==> config.mk <==
export PLATFORM = sky130hd
export DESIGN_NAME = ifetch_unit
export DESIGN_NICKNAME = d
export VERILOG_FILES = /design/src/rtl/ifetch_unit_pkg.sv /design/src/rtl/ifetch_unit_btn_debounce.sv /design/src/rtl/ifetch_unit.sv
export SDC_FILE = /design/constraint.sdc
export NUM_CORES = 1
export LEC_CHECK = 0
export BUFFER_PORTS_ARGS = -buffer_cell sky130_fd_sc_hd__buf_2
export CAP_MARGIN = 10
export CORE_AREA = 2 2 97 99
export DETAILED_ROUTE_END_ITERATION = 10
export DIE_AREA = 0 0 99 101
export HOLD_SLACK_MARGIN = 0.03
export PLACE_DENSITY = 0.95
export REMOVE_ABC_BUFFERS = 1
export SYNTH_ARGS = -nofsm -noshare
export SYNTH_HDL_FRONTEND = slang
export SYNTH_HIERARCHICAL = 1
export SYNTH_SLANG_ARGS = --single-unit
==> constraint.sdc <==
create_clock -name clock -period 4.24 [get_ports clock]
set_input_delay 0 -clock clock [delete_from_list [all_inputs] [get_ports clock]]
set_output_delay 0 -clock clock [all_outputs]
set_load 0.005 [all_outputs]
==> src/rtl/ifetch_unit_pkg.sv <==
// rtl/ifetch_unit_pkg.sv - shared widths and fetch FSM state encoding
package ifetch_unit_pkg;

    localparam int ISA_WIDTH_DEF       = 32;
    localparam int IMEM_ADDR_WIDTH_DEF = 14;
    localparam int J_ADDR_WIDTH_DEF    = 26;

    typedef enum logic [1:0] {
        ST_RUN        = 2'd0,
        ST_IO_WAIT    = 2'd1,
        ST_IO_RELEASE = 2'd2,
        ST_HALT       = 2'd3
    } fetch_state_t;

endpackage

==> src/rtl/ifetch_unit_btn_debounce.sv <==
// rtl/ifetch_unit_btn_debounce.sv - button synchroniser, debounce counter and rise pulse
module btn_debounce #(
    parameter int DEBOUNCE_CYCLES = 4
) (
    input  logic clock,
    input  logic reset,
    input  logic button,
    output logic level,
    output logic rise
);

    localparam int CW = (DEBOUNCE_CYCLES > 1) ? $clog2(DEBOUNCE_CYCLES) : 1;

    logic          sync_q1;
    logic          sync_q2;
    logic [CW-1:0] count;
    logic          flip;

    // The level flips on the last of DEBOUNCE_CYCLES consecutive disagreeing samples
    assign flip = (sync_q2 != level) && (count == CW'(DEBOUNCE_CYCLES - 1));

    always_ff @(posedge clock) begin
        if (reset) begin
            sync_q1 <= 1'b0;
            sync_q2 <= 1'b0;
            level   <= 1'b0;
            count   <= '0;
            rise    <= 1'b0;
        end else begin
            sync_q1 <= button;
            sync_q2 <= sync_q1;
            rise    <= flip & sync_q2;
            if (sync_q2 == level) begin
                count <= '0;
            end else if (flip) begin
                count <= '0;
                level <= sync_q2;
            end else begin
                count <= count + CW'(1);
            end
        end
    end

endmodule

==> src/rtl/ifetch_unit.sv <==
// rtl/ifetch_unit.sv - PC owner, next-PC select, IO stall and halt control
module ifetch_unit
    import ifetch_unit_pkg::*;
#(
    parameter int                   ISA_WIDTH       = ISA_WIDTH_DEF,
    parameter int                   IMEM_ADDR_WIDTH = IMEM_ADDR_WIDTH_DEF,
    parameter int                   J_ADDR_WIDTH    = J_ADDR_WIDTH_DEF,
    parameter logic [ISA_WIDTH-1:0] RESET_PC        = '0,
    parameter logic [ISA_WIDTH-1:0] HALT_PC         = 'h3f00,
    parameter int                   DEBOUNCE_CYCLES = 4
) (
    input  logic                       clock,
    input  logic                       reset,
    input  logic                       branch,
    input  logic                       nbranch,
    input  logic                       jmp,
    input  logic                       jal,
    input  logic                       jr,
    input  logic                       zero,
    input  logic [ISA_WIDTH-1:0]       addr_result,
    input  logic [ISA_WIDTH-1:0]       read_data_1,
    input  logic                       io_read,
    input  logic                       confirm_button,
    output logic [IMEM_ADDR_WIDTH-1:0] imem_addr,
    input  logic [ISA_WIDTH-1:0]       imem_data,
    output logic [ISA_WIDTH-1:0]       instruction,
    output logic [ISA_WIDTH-1:0]       pc,
    output logic [ISA_WIDTH-1:0]       branch_base_addr,
    output logic [ISA_WIDTH-1:0]       link_addr,
    output logic                       io_wait,
    output logic                       halted,
    output logic                       misalign
);

    fetch_state_t         state_q, state_d;
    logic [ISA_WIDTH-1:0] pc_q, pc_d, pc_plus4, next_pc, jump_target;
    logic                 misalign_q, misalign_d;
    logic                 take_jump, take_branch, take_jr, jr_bad, at_halt;
    logic                 btn_level, btn_rise;

    btn_debounce #(.DEBOUNCE_CYCLES(DEBOUNCE_CYCLES)) u_btn (
        .clock  (clock),
        .reset  (reset),
        .button (confirm_button),
        .level  (btn_level),
        .rise   (btn_rise)
    );

    assign pc_plus4    = pc_q + ISA_WIDTH'(4);
    assign jump_target = {pc_plus4[ISA_WIDTH-1:J_ADDR_WIDTH+2], imem_data[J_ADDR_WIDTH-1:0], 2'b00};
    assign take_jump   = jmp | jal;
    assign take_branch = (branch & zero) | (nbranch & ~zero);
    assign take_jr     = jr & ~take_jump & ~take_branch;
    assign jr_bad      = take_jr & (read_data_1[1:0] != 2'b00);
    assign at_halt     = (pc_q == HALT_PC);

    always_comb begin
        next_pc = pc_plus4;
        if (take_jump)        next_pc = jump_target;
        else if (take_branch) next_pc = addr_result;
        else if (jr)          next_pc = read_data_1;
    end

    always_comb begin
        state_d    = state_q;
        pc_d       = pc_q;
        misalign_d = misalign_q;
        case (state_q)
            ST_RUN, ST_IO_RELEASE: begin
                if (at_halt) begin
                    state_d = ST_HALT;
                end else if (jr_bad) begin
                    state_d    = ST_HALT;
                    misalign_d = 1'b1;
                end else if (io_read && !take_jump) begin
                    // After a release, a new stall needs the button seen low first
                    if (state_q == ST_RUN || !btn_level) state_d = ST_IO_WAIT;
                end else begin
                    pc_d = next_pc;
                    if (!btn_level) state_d = ST_RUN;
                end
            end
            ST_IO_WAIT: begin
                if (at_halt) begin
                    state_d = ST_HALT;
                end else if (btn_rise) begin
                    pc_d    = next_pc;
                    state_d = ST_IO_RELEASE;
                end
            end
            ST_HALT: begin
                state_d = ST_HALT;
            end
        endcase
    end

    always_ff @(posedge clock) begin
        if (reset) begin
            state_q    <= ST_RUN;
            pc_q       <= RESET_PC;
            misalign_q <= 1'b0;
        end else begin
            state_q    <= state_d;
            pc_q       <= pc_d;
            misalign_q <= misalign_d;
        end
    end

    // Address the ROM with the upcoming PC so its registered output lines up with pc
    assign imem_addr = reset ? RESET_PC[IMEM_ADDR_WIDTH+1:2] : pc_d[IMEM_ADDR_WIDTH+1:2];

    assign instruction      = (reset || state_q == ST_HALT) ? '0 : imem_data;
    assign pc               = pc_q;
    assign branch_base_addr = pc_plus4;
    assign link_addr        = pc_plus4;
    assign io_wait          = (state_q == ST_IO_WAIT);
    assign halted           = (state_q == ST_HALT);
    assign misalign         = misalign_q;

endmodule

* Word-level counts from Yosys, hierarchy flattened
Cells that the tools add are included.
** Cells by class
- Add/subtract/negate cells :: 2
- Equal/unequal tests :: 15
- Multiplexer cells :: 19
- Bitwise logic cells :: 13
- Reduce and logical (&&, ||, !) cells :: 15
** Operator list (count)
- 32-bit two-way mux :: 9
- 32-bit one-hot mux with 2 select lines :: 1
- 32-bit by 3-bit adder with 32-bit output, second input constant :: 1
- 32-bit by 14-bit equality test with 1-bit output, second input constant :: 1
- 14-bit two-way mux :: 1
- 2-bit two-way mux :: 7
- 5-bit != test, second input constant :: 2
- 2-bit != test, second input constant :: 4
- 1-bit AND :: 6
- 2-bit equality test, second input constant :: 3
- 2-bit one-hot mux with 3 select lines :: 1
- 3-bit AND reduction :: 2
- 6-bit AND reduction :: 1
- 1-bit inverter :: 5
- 2-bit nonzero test :: 2
- 3-bit by 1-bit != test with 1-bit output, second input constant :: 1
- 3-bit OR reduction :: 1
- 2-bit by 1-bit adder with 2-bit output, second input constant :: 1
- 2-bit by 1-bit equality test with 1-bit output, second input constant :: 1
- 1-bit logical AND :: 2
- 1-bit logical NOT :: 2
- 2-bit logical NOT :: 1
- 1-bit logical OR :: 2
- 2-bit by 1-bit != test with 1-bit output, second input constant :: 1
- 5 further kinds :: 6
** Word-level totals
- Bits in registers :: 41
- Input port bits :: 106
- Output and inout bits :: 145
- Word-level logic and storage cells :: 73

* Depth between registers and ports, before layout
Gate-level depths: netlist of the first run.
- Depth after elaboration :: 10
- Mapped depth :: 9
- Depth with buffers taken out :: 7

* Cells and area by module
Netlist of the first run, hierarchy kept.
** Modules (own cells, without submodules)
- ifetch_unit :: times used 1, cells an instance 551, area each 3982.6 um^2, seq. area each 700.7 um^2
- btn_debounce :: times used 1, cells an instance 15, area each 201.4 um^2, seq. area each 120.1 um^2

* Least setup slack after synthesis of the first run
No wires, ideal clock.
- Path type :: reg2reg
- Start point :: reg pc_q[2], in the netlist pc[2]
- End point :: reg pc_q[26], in the netlist pc[26]
- Setup time :: 119 ps
- Arrival :: 1877 ps
- Required time :: 4121 ps
- Setup slack :: 2244 ps
- Stages on the path, launching flop included :: 7
- Path buffers :: 0
- Period minus slack after synthesis :: 1996 ps
- Cell sequence :: dfxtp_1 > ha_1 > inv_1 > nor4_4 > nand4_1 > o21a_1 > o221a_2
** Between the ends
- Word-level cells in the longest chain between the ends :: 8
- Elaborated cells on any way between the ends :: 14
- Those cells by class :: 1 x add/sub; 3 x eq/ne; 9 x mux; 1 x reduce/logical
** RTL lines
- start, declared :: line ifetch_unit.sv:36 : logic [ISA_WIDTH-1:0] pc_q, pc_d, pc_plus4, next_pc, jump_target;
- start signal, assigned :: line ifetch_unit.sv:104 : pc_q <= pc_d;
- 32-bit by 3-bit adder with 32-bit output :: line ifetch_unit.sv:49 : assign pc_plus4 = pc_q + ISA_WIDTH'(4);
- 32-bit two-way mux :: line ifetch_unit.sv:61 : else if (jr) next_pc = read_data_1;
- 32-bit two-way mux :: line ifetch_unit.sv:60 : else if (take_branch) next_pc = addr_result;
- 32-bit two-way mux :: line ifetch_unit.sv:59 : if (take_jump) next_pc = jump_target;
- 32-bit two-way mux :: line ifetch_unit.sv:75 : end else if (io_read && !take_jump) begin
- 32-bit two-way mux :: line ifetch_unit.sv:72 : end else if (jr_bad) begin
- 32-bit two-way mux :: line ifetch_unit.sv:70 : if (at_halt) begin
- 32-bit one-hot mux with 2 select lines :: line ifetch_unit.sv:68 : case (state_q)
Several ways; a longest one is shown, not always the timed one. The select of a mux whose other input is x is not followed.
A chain may end at the register's enable or synchronous reset.

* Final worst setup path of the first run
- Start point :: reg pc_q[2], in the netlist pc[2]
- End point :: out imem_addr[12]
** Between the ends
- Word-level cells in the longest chain between the ends :: 9
- Elaborated cells on any way between the ends :: 12
- Those cells by class :: 1 x add/sub; 1 x eq/ne; 10 x mux
** RTL lines
- 32-bit by 3-bit adder with 32-bit output :: line ifetch_unit.sv:49
- 32-bit two-way mux :: line ifetch_unit.sv:61
- 32-bit two-way mux :: line ifetch_unit.sv:60
- 32-bit two-way mux :: line ifetch_unit.sv:59
- 32-bit two-way mux :: line ifetch_unit.sv:75
- 32-bit two-way mux :: line ifetch_unit.sv:72
- 32-bit two-way mux :: line ifetch_unit.sv:70
- 32-bit one-hot mux with 2 select lines (*) :: line ifetch_unit.sv:68
- 14-bit two-way mux (*) :: line ifetch_unit.sv:110 : assign imem_addr = reset ? RESET_PC[IMEM_ADDR_WIDTH+1:2] : pc_d[IMEM_ADDR_WIDTH+1:2];
- end, declared :: line ifetch_unit.sv:24 : output logic [IMEM_ADDR_WIDTH-1:0] imem_addr,
Every way passes the cells marked *; elsewhere a longest branch is shown, timed or not. The select of a mux whose other input is x is not followed.

==> results.json, run 1 <==
{
  "avgViaCountPerCell": 6.13,
  "cts_max_level": 2,
  "syn-instance-count": 566,
  "clockBufferDepth": 2,
  "grt_antenna_before_repair": 0,
  "cts-buffers-inserted": 5,
  "final_antenna_net_count": 0,
  "io_pins": 251,
  "reg2reg_depth": 7,
  "rsz0062_at_grt": "no",
  "cts_tree": "yes",
  "synthArstFlopShare_pct": 0,
  "ir_worst_vdd_v": 0.000133,
  "netlist_area_um2": 4180,
  "slowest_delay_ns": 0.72,
  "synth-seq-cells": 41,
  "path_clk_slew_ns": 0.09,
  "timing.final.crit_share_pct": 76.4,
  "dp.cells": 851,
  "avgRoutedWirePerCell_um": 19.4,
  "initial_core_util_pct": 46.6,
  "yosysWarnings": 6,
  "num_rows": 35,
  "fin_total_pwr_mw": 1.38,
  "post_cts_buffers": 0,
  "hpwl_mm": 12.1,
  "grt_pass1_vias": 4941,
  "vias": 5282,
  "status": "finished, final reports clean",
  "ys_top_cells_by_area": "dfxtp_1 20%, buf_4 6.5%, and2_1 5.1%, nand2_1 3.8%, xnor2_1 3.8%",
  "drt_iter0_drc": 432,
  "cp_max_fo": 22,
  "setup_viol_count_final": 0,
  "die_w_um": 99,
  "worst_pin_slew_ns": 1.07,
  "finalSetupTns_ns": 0,
  "clk-insertion-delay-late_ns": 0.31,
  "portBuffers": 250,
  "hold_violations": 0,
  "dieArea_um2": 10000,
  "crit_chain": "inv_1 > ha_1 > nor4b_1 > nand2_1 > o41a_1 > nand2_2 > o221a_2 > buf_2",
  "yosysTopAreaCellShare_pct": 19.6,
  "arrival_ns": 3.24,
  "relSlewSlack_pct": 28.7,
  "r2r_start": "pc[2]$_SDFF_PP0_",
  "path_class": "reg2out",
  "cts.sinks": 41,
  "critical_path.startpoint": "pc[2]$_SDFF_PP0_",
  "p_leak_nw": 2.57,
  "fmaxAchievable_mhz": 309,
  "grt_max_degree": 39,
  "layout-drive-gt1-share_pct": 39.5,
  "wl_mm": 16.7,
  "maxCapViolations": 0,
  "grt_pass1_wl_mm": 25.7,
  "nNetsFinal": 859,
  "crit_slowest_cell": "o41a_1",
  "rr_endpoint": "pc[17]$_SDFFE_PP0P_",
  "grt_util_all_layers_pct": 32.2,
  "gp_congestion": 0.948,
  "drc": 0,
  "syn_to_final_growth_pct": 27.7,
  "min_period_ns": 3.24,
  "synth-main-ff-cell": "dfxtp_1",
  "crit_path_end_kind": "primary output",
  "core_um2": 8980,
  "power_density_nw_per_um2": 259,
  "root_buffer": "clkbuf_8",
  "n_antenna_cell": 0,
  "startpoint_type": "flop",
  "finClkSkew_ns": 0.00671,
  "critical_path_required_ns": 4.24,
  "synthDistinctLibCells": 67,
  "final_cells": 862,
  "drtPass1Iterations": 5,
  "crit_end": "imem_addr[12]",
  "synth_edf_count": 0,
  "rrSetupSlack_ns": 1.30,
  "yosys.area.top_type": "dfxtp_1",
  "avgSynthCellArea_um2": 7.39,
  "overflow": 0,
  "yosysSeqAreaShare_pct": 19.6,
  "die_y_um": 101,
  "hold_class": "in2reg",
  "finalMaxSlewViolations": 0
}
==> cell usage after synthesis (3+ instances only) <==
library cell	n
clkbuf_1	28
nor3_1	27
o211ai_1	12
a221oi_1	3
buf_2	15
nand4_1	13
o21ai_0	30
nand3_1	22
and2_1	34
o221a_2	4
a31oi_1	7
and4_1	7
o31ai_1	16
ha_1	3
xnor2_1	18
or2_2	4
mux2i_1	7
a21boi_0	3
a311oi_1	7
buf_4	36
nand2_1	42
o211a_1	4
xor2_1	7
buf_6	4
o21a_1	5
and3_1	6
nor2b_1	3
a21oi_1	21
nor4_1	7
or4_1	6
dfxtp_1	41
a211oi_1	17
o221ai_1	5
inv_1	12
a32o_1	4
o22ai_1	4
nor2_1	39
o2111ai_1	3
==> cell usage in the layout, fill, tap and decap left out, types with 10 or more instances in the layout <==
cell      Yosys  routed
o211ai_1     12      12
buf_4        36      10
nor3_1       27      27
nor2_1       39      36
nand3_1      22      22
a21oi_1      21      21
o21ai_0      30      30
inv_1        12      12
buf_2        15     250
and2_1       34      34
xnor2_1      18      18
a211oi_1     17      17
nand2_1      42      42
nand4_1      13      13
o31ai_1      16      16
dfxtp_1      41      41
==> per-layer routing <==
| layer | routed length, um | track usage, % |
|---|---|---|
| met5 | 0 | 0 |
| met4 | 331 | 8.22 |
| met3 | 1790 | 5.13 |
| met2 | 8180 | 58.0 |
| met1 | 6400 | 40.0 |
==> area by class of cell <==
type	instances	area, um2
Fill cell	859	3640
Multi-Input combinational cell	427	2840
Timing Repair Buffer	263	1360
Sequential cell	41	821
Tap cell	111	139
Clock buffer	5	68.8
Clock inverter	3	65.1
Inverter	12	45.0
==> worst max-delay path, delay by kind of cell (launching register included) <==
| family | cells | cell delay, ns |
|---|---|---|
| AO/OA/AOI/OAI | 2 | 1.16 |
| buffers and inverters | 2 | 0.25 |
| adder cells (fa/ha/maj) | 1 | 0.20 |
| AND/OR/NAND/NOR | 3 | 0.85 |
| flip-flops | 1 | 0.47 |
==> where the power goes <==
| group | switching (mW) | internal (mW) | total [mW] |
|---|---|---|---|
| logic | 0.280 | 0.227 | 0.506 |
| registers | 0.0672 | 0.417 | 0.484 |
| clock network | 0.158 | 0.234 | 0.392 |
| total | 0.505 | 0.878 | 1.38 |
==> logic make-up (layout without fill, tap and decap cells) <==
family                   count (synthesis)  in the layout  share of synthesized area (%)
multiplexers                             9              9                           2.21
adder cells (fa/ha/maj)                  3              3                          0.897
flip-flops                              41             41                           19.6
XOR/XNOR                                25             25                           5.23
AND/OR/NAND/NOR                        225            225                           30.3
AO/OA/AOI/OAI                          165            165                           28.5
buffers and inverters                   98            283                           13.2
==> registers in the layout, indices dropped and copies added, names as in the netlist <==
signal,flops
pc,32
state_q,2
u_btn/count,2
misalign,1
u_btn/level,1
u_btn/rise,1
u_btn/sync_q1,1
u_btn/sync_q2,1
==> what timing repair did <==
| item | in CTS | in global routing |
|---|---|---|
| resized for setup | 0 | 0 |
| endpoints found under the hold margin | 2 | 0 |
| hold buffers | 2 | 0 |
| endpoints found under the setup margin | 0 | 0 |
==> stage by stage <==
step	setup WS, ns	instance area (um2)	hold slack (ns)	util (%)
finish	1.00	5340	0.0369	59.5
global route	0.850	5340	0.0374	59.5
CTS	1.09	5330	0.0412	59.3
detailed placement	1.42	5170	0.234	57.6
global placement	1.52	5170	0.227	57.6
floorplan	1.28	3680	0.0276	-
==> worst min path at each step <==
stage / start / slack [ns] / cells after the start / end
floorplan: reset / 0.03 / 1 / imem_addr[2]
global placement: confirm_button / 0.23 / 2 / u_btn/sync_q1$_SDFF_PP0_
detailed placement: confirm_button / 0.23 / 2 / u_btn/sync_q1$_SDFF_PP0_
CTS: imem_data[15] / 0.04 / 3 / pc[17]$_SDFFE_PP0P_
global route: imem_data[15] / 0.04 / 3 / pc[17]$_SDFFE_PP0P_
finish: imem_data[15] / 0.04 / 3 / pc[17]$_SDFFE_PP0P_
Note: power is estimated with default switching activity, not from simulation.
==> run 2: changes to the inputs <==
- ABC_AREA: not set -> 1
- CORE_AREA: 2 2 97 99 -> not set
- CORE_MARGIN: not set -> 1
- CORE_UTILIZATION: not set -> 41
- DIE_AREA: 0 0 99 101 -> not set
- PLACE_DENSITY: 0.95 -> 0.87
- clock period: 4.24 -> 2.6 ns (I/O delays scaled with it)
==> run 2 against run 1 <==
Cell count up 38%. Sequential share of layout area down 1.0 points. Sequential power up 64%. Setup slack worse by 0.83 ns. Via count up 9.4%. Clock-buffer cell count unchanged. Critical path depth up 3. Sequential cell count unchanged. Register-to-register slack worse by 0.80 ns. Synthesized area up 4.7%. Non-clock buffer count up 8. Critical path type unchanged. Critical endpoint is now imem_addr[0]. Largest power group unchanged.
==> results.json, run 2 <==
{
  "status": "finished, final reports clean",
  "vias": 5778,
  "fin_total_pwr_mw": 2.34,
  "grt_pass1_vias": 5245,
  "setup_ws_ns": 0.171,
  "cts_tree": "yes",
  "finClkSkew_ns": 0.00786,
  "pwr-share-comb_pct": 43.8,
  "final_common_cell": "nand2_1",
  "nNetsFinal": 1159,
  "synth_edf_count": 0,
  "dp.cells": 1171,
  "wl_mm": 16.5,
  "path_class": "reg2out",
  "avgSynthCellArea_um2": 5.25,
  "yosysWarnings": 6,
  "synthArstFlopShare_pct": 0,
  "crit_slowest_cell": "dfxtp_1",
  "portBuffers": 250,
  "relSlewSlack_pct": 53.9,
  "drtPass1Iterations": 7,
  "place_ws_ns": 0.259,
  "finalSetupTns_ns": 0,
  "grt_util_all_layers_pct": 28.8,
  "grt_max_degree": 42,
  "avgViaCountPerCell": 4.87,
  "intPower_mw": 1.40,
  "arrival_ns": 2.43,
  "cts-buffers-inserted": 5,
  "crit_path_end_kind": "primary output",
  "maxCapViolations": 0,
  "clockBufferDepth": 2,
  "avgRoutedWirePerCell_um": 13.9,
  "netlist_area_um2": 4380,
  "finalMaxSlewViolations": 0,
  "synth-main-ff-cell": "dfxtp_1",
  "ys_top_cells_by_area": "nand2_1 22%, dfxtp_1 19%, nor2_1 16%, inv_1 9.5%, buf_4 5.8%",
  "slowest_delay_ns": 0.47,
  "final_cell_mix": "253 x nand2_1, 250 x buf_2, 180 x nor2_1, 111 x inv_1, 49 x a21oi_1",
  "gp_congestion": 0.972,
  "crit_chain": "nand2_2 > nor2_4 > nand3b_1 > nor2_1 > nand3_2 > nand3_4 > nand2_8 > inv_2 > nor2_1 > nor2_1 > buf_2",
  "final_util_pct": 55.4,
  "cts.sinks": 41,
  "layout-drive-gt1-share_pct": 29.3,
  "min_period_ns": 2.43,
  "path_clk_slew_ns": 0.08,
  "syn_to_final_growth_pct": 30.6,
  "largest_register_ffs": 32,
  "p_leak_nw": 3.42,
  "swShare_pct": 40.2,
  "rsz0062_at_grt": "no",
  "drt_iter0_drc": 346,
  "drc": 0,
  "fmaxAchievable_mhz": 412,
  "cp_max_fo": 21,
  "startpoint_type": "flop",
  "clkPwrFrac_pct": 22.2,
  "clk-insertion-delay-late_ns": 0.30,
  "die_w_um": 105,
  "die_y_um": 105,
  "core_um2": 10300,
  "initial_core_util_pct": 42.4,
  "cp_num_buf_inv": 2,
  "num_rows": 37,
  "dieArea_um2": 11100,
  "yosysTopAreaCellShare_pct": 21.7,
  "yosys.area.top_type": "nand2_1",
  "synth.most_common_cell": "nand2_1",
  "synth_commonest_cells": "253 x nand2_1, 182 x nor2_1, 111 x inv_1, 49 x a21oi_1, 44 x nand3_1",
  "setup_viol_count_final": 0,
  "final_area_um2": 5720,
  "worst_pin_slew_ns": 0.690,
  "n_antenna_cell": 0,
  "yosysSeqAreaShare_pct": 18.7,
  "placed_area_um2": 5510,
  "synth-seq-cells": 41,
  "cts_max_level": 2,
  "hpwl_mm": 13.2,
  "overflow": 0,
  "final_antenna_net_count": 0,
  "hold_violations": 0,
  "io_pins": 251,
  "timing.final.crit_share_pct": 93.4,
  "worst_hold_slack_ns": 0.0464,
  "grt_antenna_before_repair": 0,
  "p_switching_uw": 941,
  "synthDistinctLibCells": 34,
  "root_buffer": "clkbuf_8",
  "grt_pass1_wl_mm": 25.6,
  "cp_top_family": "simple AND/OR/NAND/NOR gates",
  "critical_path_required_ns": 2.60,
  "final_cells": 1186,
  "hold_class": "in2reg",
  "syn-instance-count": 835,
  "ir_worst_vdd_v": 0.000227,
  "pwr-share-seq_pct": 34.0,
  "power_density_nw_per_um2": 409,
  "worst_path_most_repeated_cell": "nor2_1"
}
-- run 2: changes by cell type after synthesis, sizes merged, moves of 12 or more --
cell | before | now
a211oi | 17 | 2
a21oi | 21 | 49
and2 | 34 | 0
clkbuf | 29 | 16
inv | 12 | 114
nand2 | 43 | 259
nand3 | 22 | 50
nor2 | 39 | 186
nor3 | 28 | 5
o211ai | 12 | 0
o31ai | 17 | 0
xnor2 | 18 | 0
-- run 2: final timing paths --
| check | from | to | slack, ns | cells past startpoint |
|---|---|---|---|---|
| min reg2reg | u_btn/sync_q1$_SDFF_PP0_ | u_btn/sync_q2$_SDFF_PP0_ | 0.42 | 2 |
| min | imem_data[18] | pc[20]$_SDFFE_PP0P_ | 0.05 | 5 |
| max | pc[8]$_SDFF_PP0_ | imem_addr[0] | 0.17 | 11 |
| max reg2reg | pc[2]$_SDFF_PP0_ | pc[10]$_SDFF_PP0_ | 0.50 | 12 |
-- run 2: cell families after synthesis --
| group | after synthesis | share of synthesized area (%) |
|---|---|---|
| flops | 41 | 18.7 |
| simple gates | 511 | 48.0 |
| compound gates | 94 | 12.0 |
| xor+xnor | 8 | 1.60 |
| buf+inv | 178 | 18.8 |
| fa+ha+maj | 3 | 0.857 |
-- run 2: worst min-delay path, delay by kind of cell --
kind | cells | cell delay [ns]
simple gates | 2 | 0.10
compound gates | 1 | 0.05
buf+inv | 2 | 0.16
-- run 2: power groups by stage --
stage	Sequential (mW)	Clock [mW]	Combinational [mW]
6_report	0.796	0.519	1.03
5_1_grt	0.808	0.548	1.15
2_1_floorplan	0.792	0	0.515
3_5_place_dp	0.807	0	0.995
3_3_place_gp	0.805	0	0.983
4_1_cts	0.792	0.527	1.01
-- run 2: timing repair --
action,in CTS,in global routing
setup buffers,0,3
pin swaps,0,1
gates cloned,0,1
hold endpoints to repair,8,0
resized for setup,1,6
setup endpoints to repair,7,11
hold buffers,4,0
-- run 2: per-layer routing --
layer / GRT usage, % / vias to the layer above / wire length [um]
met4: 7.85 / 0 / 348
met3: 4.39 / 29 / 1290
met2: 52.0 / 259 / 7900
met1: 35.2 / 2525 / 6920
li1: - / 2965 / -
met5: 0 / - / 0
-- run 2: cell type report --
class / instances / area, um2
fillers: 1084 / 4600
clock inverters: 2 / 35.0
repair buffers: 271 / 1420
clock buffers: 5 / 68.8
multi-input cells: 617 / 2780
well taps: 136 / 170
flip-flops and latches: 41 / 822
inverters: 114 / 428
==> run 3: changes to the inputs <==
- PLACE_DENSITY: 0.87 -> 0.78
==> run 3 against run 2 <==
Hold slack improved by 0.00070 ns. Global-route usage decreased by 0.30 points. Clock power is 22% higher. Sequential cell count stayed put. Cell count shrank 0.17%. Critical path depth up 1. Maximum frequency fell by 1.4%. Clock skew grew 0.0041 ns. Routed wire length fell by 2.7%. Sequential share of layout area about the same. Cell area rose by 0.33%. Setup slack got worse by 0.035 ns. Largest cell class unchanged.
==> results.json, run 3 (same netlist as run 2, synthesis figures left out) <==
{
  "hold_class": "in2reg",
  "final_cell_mix": "253 x nand2_1, 250 x buf_2, 180 x nor2_1, 111 x inv_1, 49 x a21oi_1",
  "grt_pass1_vias": 5130,
  "core_um2": 10300,
  "root_buffer": "clkbuf_8",
  "startpoint_type": "flop",
  "critical_path_required_ns": 2.60,
  "num_rows": 37,
  "crit_end": "imem_addr[11]",
  "crit_slowest_cell": "dfxtp_1",
  "grt_antenna_before_repair": 0,
  "worst_path_most_repeated_cell": "nand2_1",
  "p_leak_nw": 3.42,
  "rr_endpoint": "pc[13]$_SDFF_PP0_",
  "wl_mm": 16.0,
  "cts_max_level": 2,
  "grt_pass1_wl_mm": 25.1,
  "path_class": "reg2out",
  "hold_violations": 0,
  "rsz0062_at_grt": "no",
  "cts.sinks": 41,
  "final_cells": 1184,
  "power_density_nw_per_um2": 425,
  "arrival_ns": 2.46,
  "crit_path_end_kind": "primary output",
  "io_pins": 251,
  "ir_worst_vdd_v": 0.000259,
  "syn_to_final_growth_pct": 31.0,
  "drtPass1Iterations": 5,
  "portBuffers": 250,
  "timing.final.crit_share_pct": 94.8,
  "fillers": 1132,
  "setup_viol_count_final": 0,
  "rrSetupSlack_ns": 0.51,
  "r2r_start": "pc[2]$_SDFF_PP0_",
  "grt_max_degree": 39,
  "clk-insertion-delay-late_ns": 0.31,
  "n_antenna_cell": 0,
  "slowest_delay_ns": 0.47,
  "fmaxAchievable_mhz": 406,
  "gp_congestion": 0.975,
  "final_antenna_net_count": 0,
  "finClkSkew_ns": 0.0119,
  "path_clk_slew_ns": 0.09,
  "die_y_um": 105,
  "overflow": 0,
  "reg2reg_depth": 11,
  "crit_chain": "inv_1 > nor2_1 > nand2_1 > nor2_2 > or2_2 > nand2_1 > o21ai_0 > nand2_1 > nand2_1 > inv_1 > nor2_1 > buf_2",
  "avgRoutedWirePerCell_um": 13.5,
  "fin_total_pwr_mw": 2.44,
  "largest_register_ffs": 32,
  "min_period_ns": 2.46,
  "hold_depth": 5,
  "status": "finished, final reports clean",
  "relSlewSlack_pct": 21.5,
  "initial_core_util_pct": 42.4,
  "worst_hold_slack_ns": 0.0471,
  "layout-drive-gt1-share_pct": 29.3,
  "die_w_um": 105,
  "nNetsFinal": 1156,
  "avgViaCountPerCell": 4.88,
  "cts_tree": "yes",
  "finalSetupTns_ns": 0,
  "drt_iter0_drc": 346,
  "drc": 0,
  "hpwl_mm": 12.6,
  "grt_util_all_layers_pct": 28.5,
  "dieArea_um2": 11100,
  "critical_path.startpoint": "pc[2]$_SDFF_PP0_",
  "vias": 5773,
  "dp.cells": 1168,
  "maxCapViolations": 0,
  "cts-buffers-inserted": 5,
  "clockBufferDepth": 2,
  "cp_max_fo": 7,
  "finalMaxSlewViolations": 0,
  "final_common_cell": "nand2_1",
  "worst_pin_slew_ns": 1.18
}
[run 3: changes by cell type in the layout (fill, tap and decap cells not counted), sizes merged]
cell / delta
buf: -2
nand2: -1
bufinv: +1
[run 3: worst max-delay path: cells and delay by family (launching register included)]
kind | cells | cell delay, ns
buf+inv | 3 | 0.34
flops | 1 | 0.47
simple gates | 8 | 1.20
compound gates | 1 | 0.15
[run 3: where the power goes]
group / total (mW) / internal (mW) / switching (mW)
clock network: 0.635 / 0.382 / 0.254
logic: 1.01 / 0.422 / 0.586
registers: 0.797 / 0.693 / 0.104
[run 3: cell type report]
type | count | area [um2] | share of cell area [%]
repair buffers | 269 | 1400 | 24.5
flip-flops and latches | 41 | 822 | 14.3
multi-input cells | 616 | 2780 | 48.5
clock inverters | 3 | 65.1 | 1.13
clock buffers | 5 | 68.8 | 1.20
well taps | 136 | 170 | 2.96
inverters | 114 | 428 | 7.46
[run 3: repair_timing]
| action | 4_1_cts | 5_1_grt |
|---|---|---|
| endpoints found under the hold margin | 8 | 0 |
| setup buffers | 0 | 4 |
| resized for setup | 2 | 7 |
| endpoints found under the setup margin | 4 | 13 |
| hold buffers | 4 | 0 |
[run 3: worst min-delay path by stage]
stage                   startpoint                  endpoint  slack, ns
finish               imem_data[20]       pc[22]$_SDFFE_PP0P_       0.05
global route         imem_data[19]       pc[21]$_SDFFE_PP0P_       0.07
CTS                   imem_data[9]         pc[11]$_SDFF_PP0_       0.04
detailed placement  confirm_button  u_btn/sync_q1$_SDFF_PP0_       0.21
global placement    confirm_button  u_btn/sync_q1$_SDFF_PP0_       0.20
floorplan                    reset   state_q[1]$_SDFFE_PP0P_       0.07
[run 3: per-stage QoR]
stage / setup slack, ns / util (%) / cell area [um2]
after floorplan: 0.664 / - / 3990
after global placement: 0.338 / 53.2 / 5490
after detailed placement: 0.284 / 53.2 / 5490
after CTS: 0.0149 / 55.0 / 5680
after global routing: 0.0222 / 55.6 / 5740
final: 0.136 / 55.6 / 5740
[run 3: layer usage]
layer / up-vias / GRT usage, % / wire length (um)
met5: - / 0 / 0
met4: 0 / 8.35 / 369
met3: 30 / 3.53 / 1230
li1: 2952 / - / -
met1: 2504 / 35.4 / 6840
met2: 287 / 51.2 / 7570
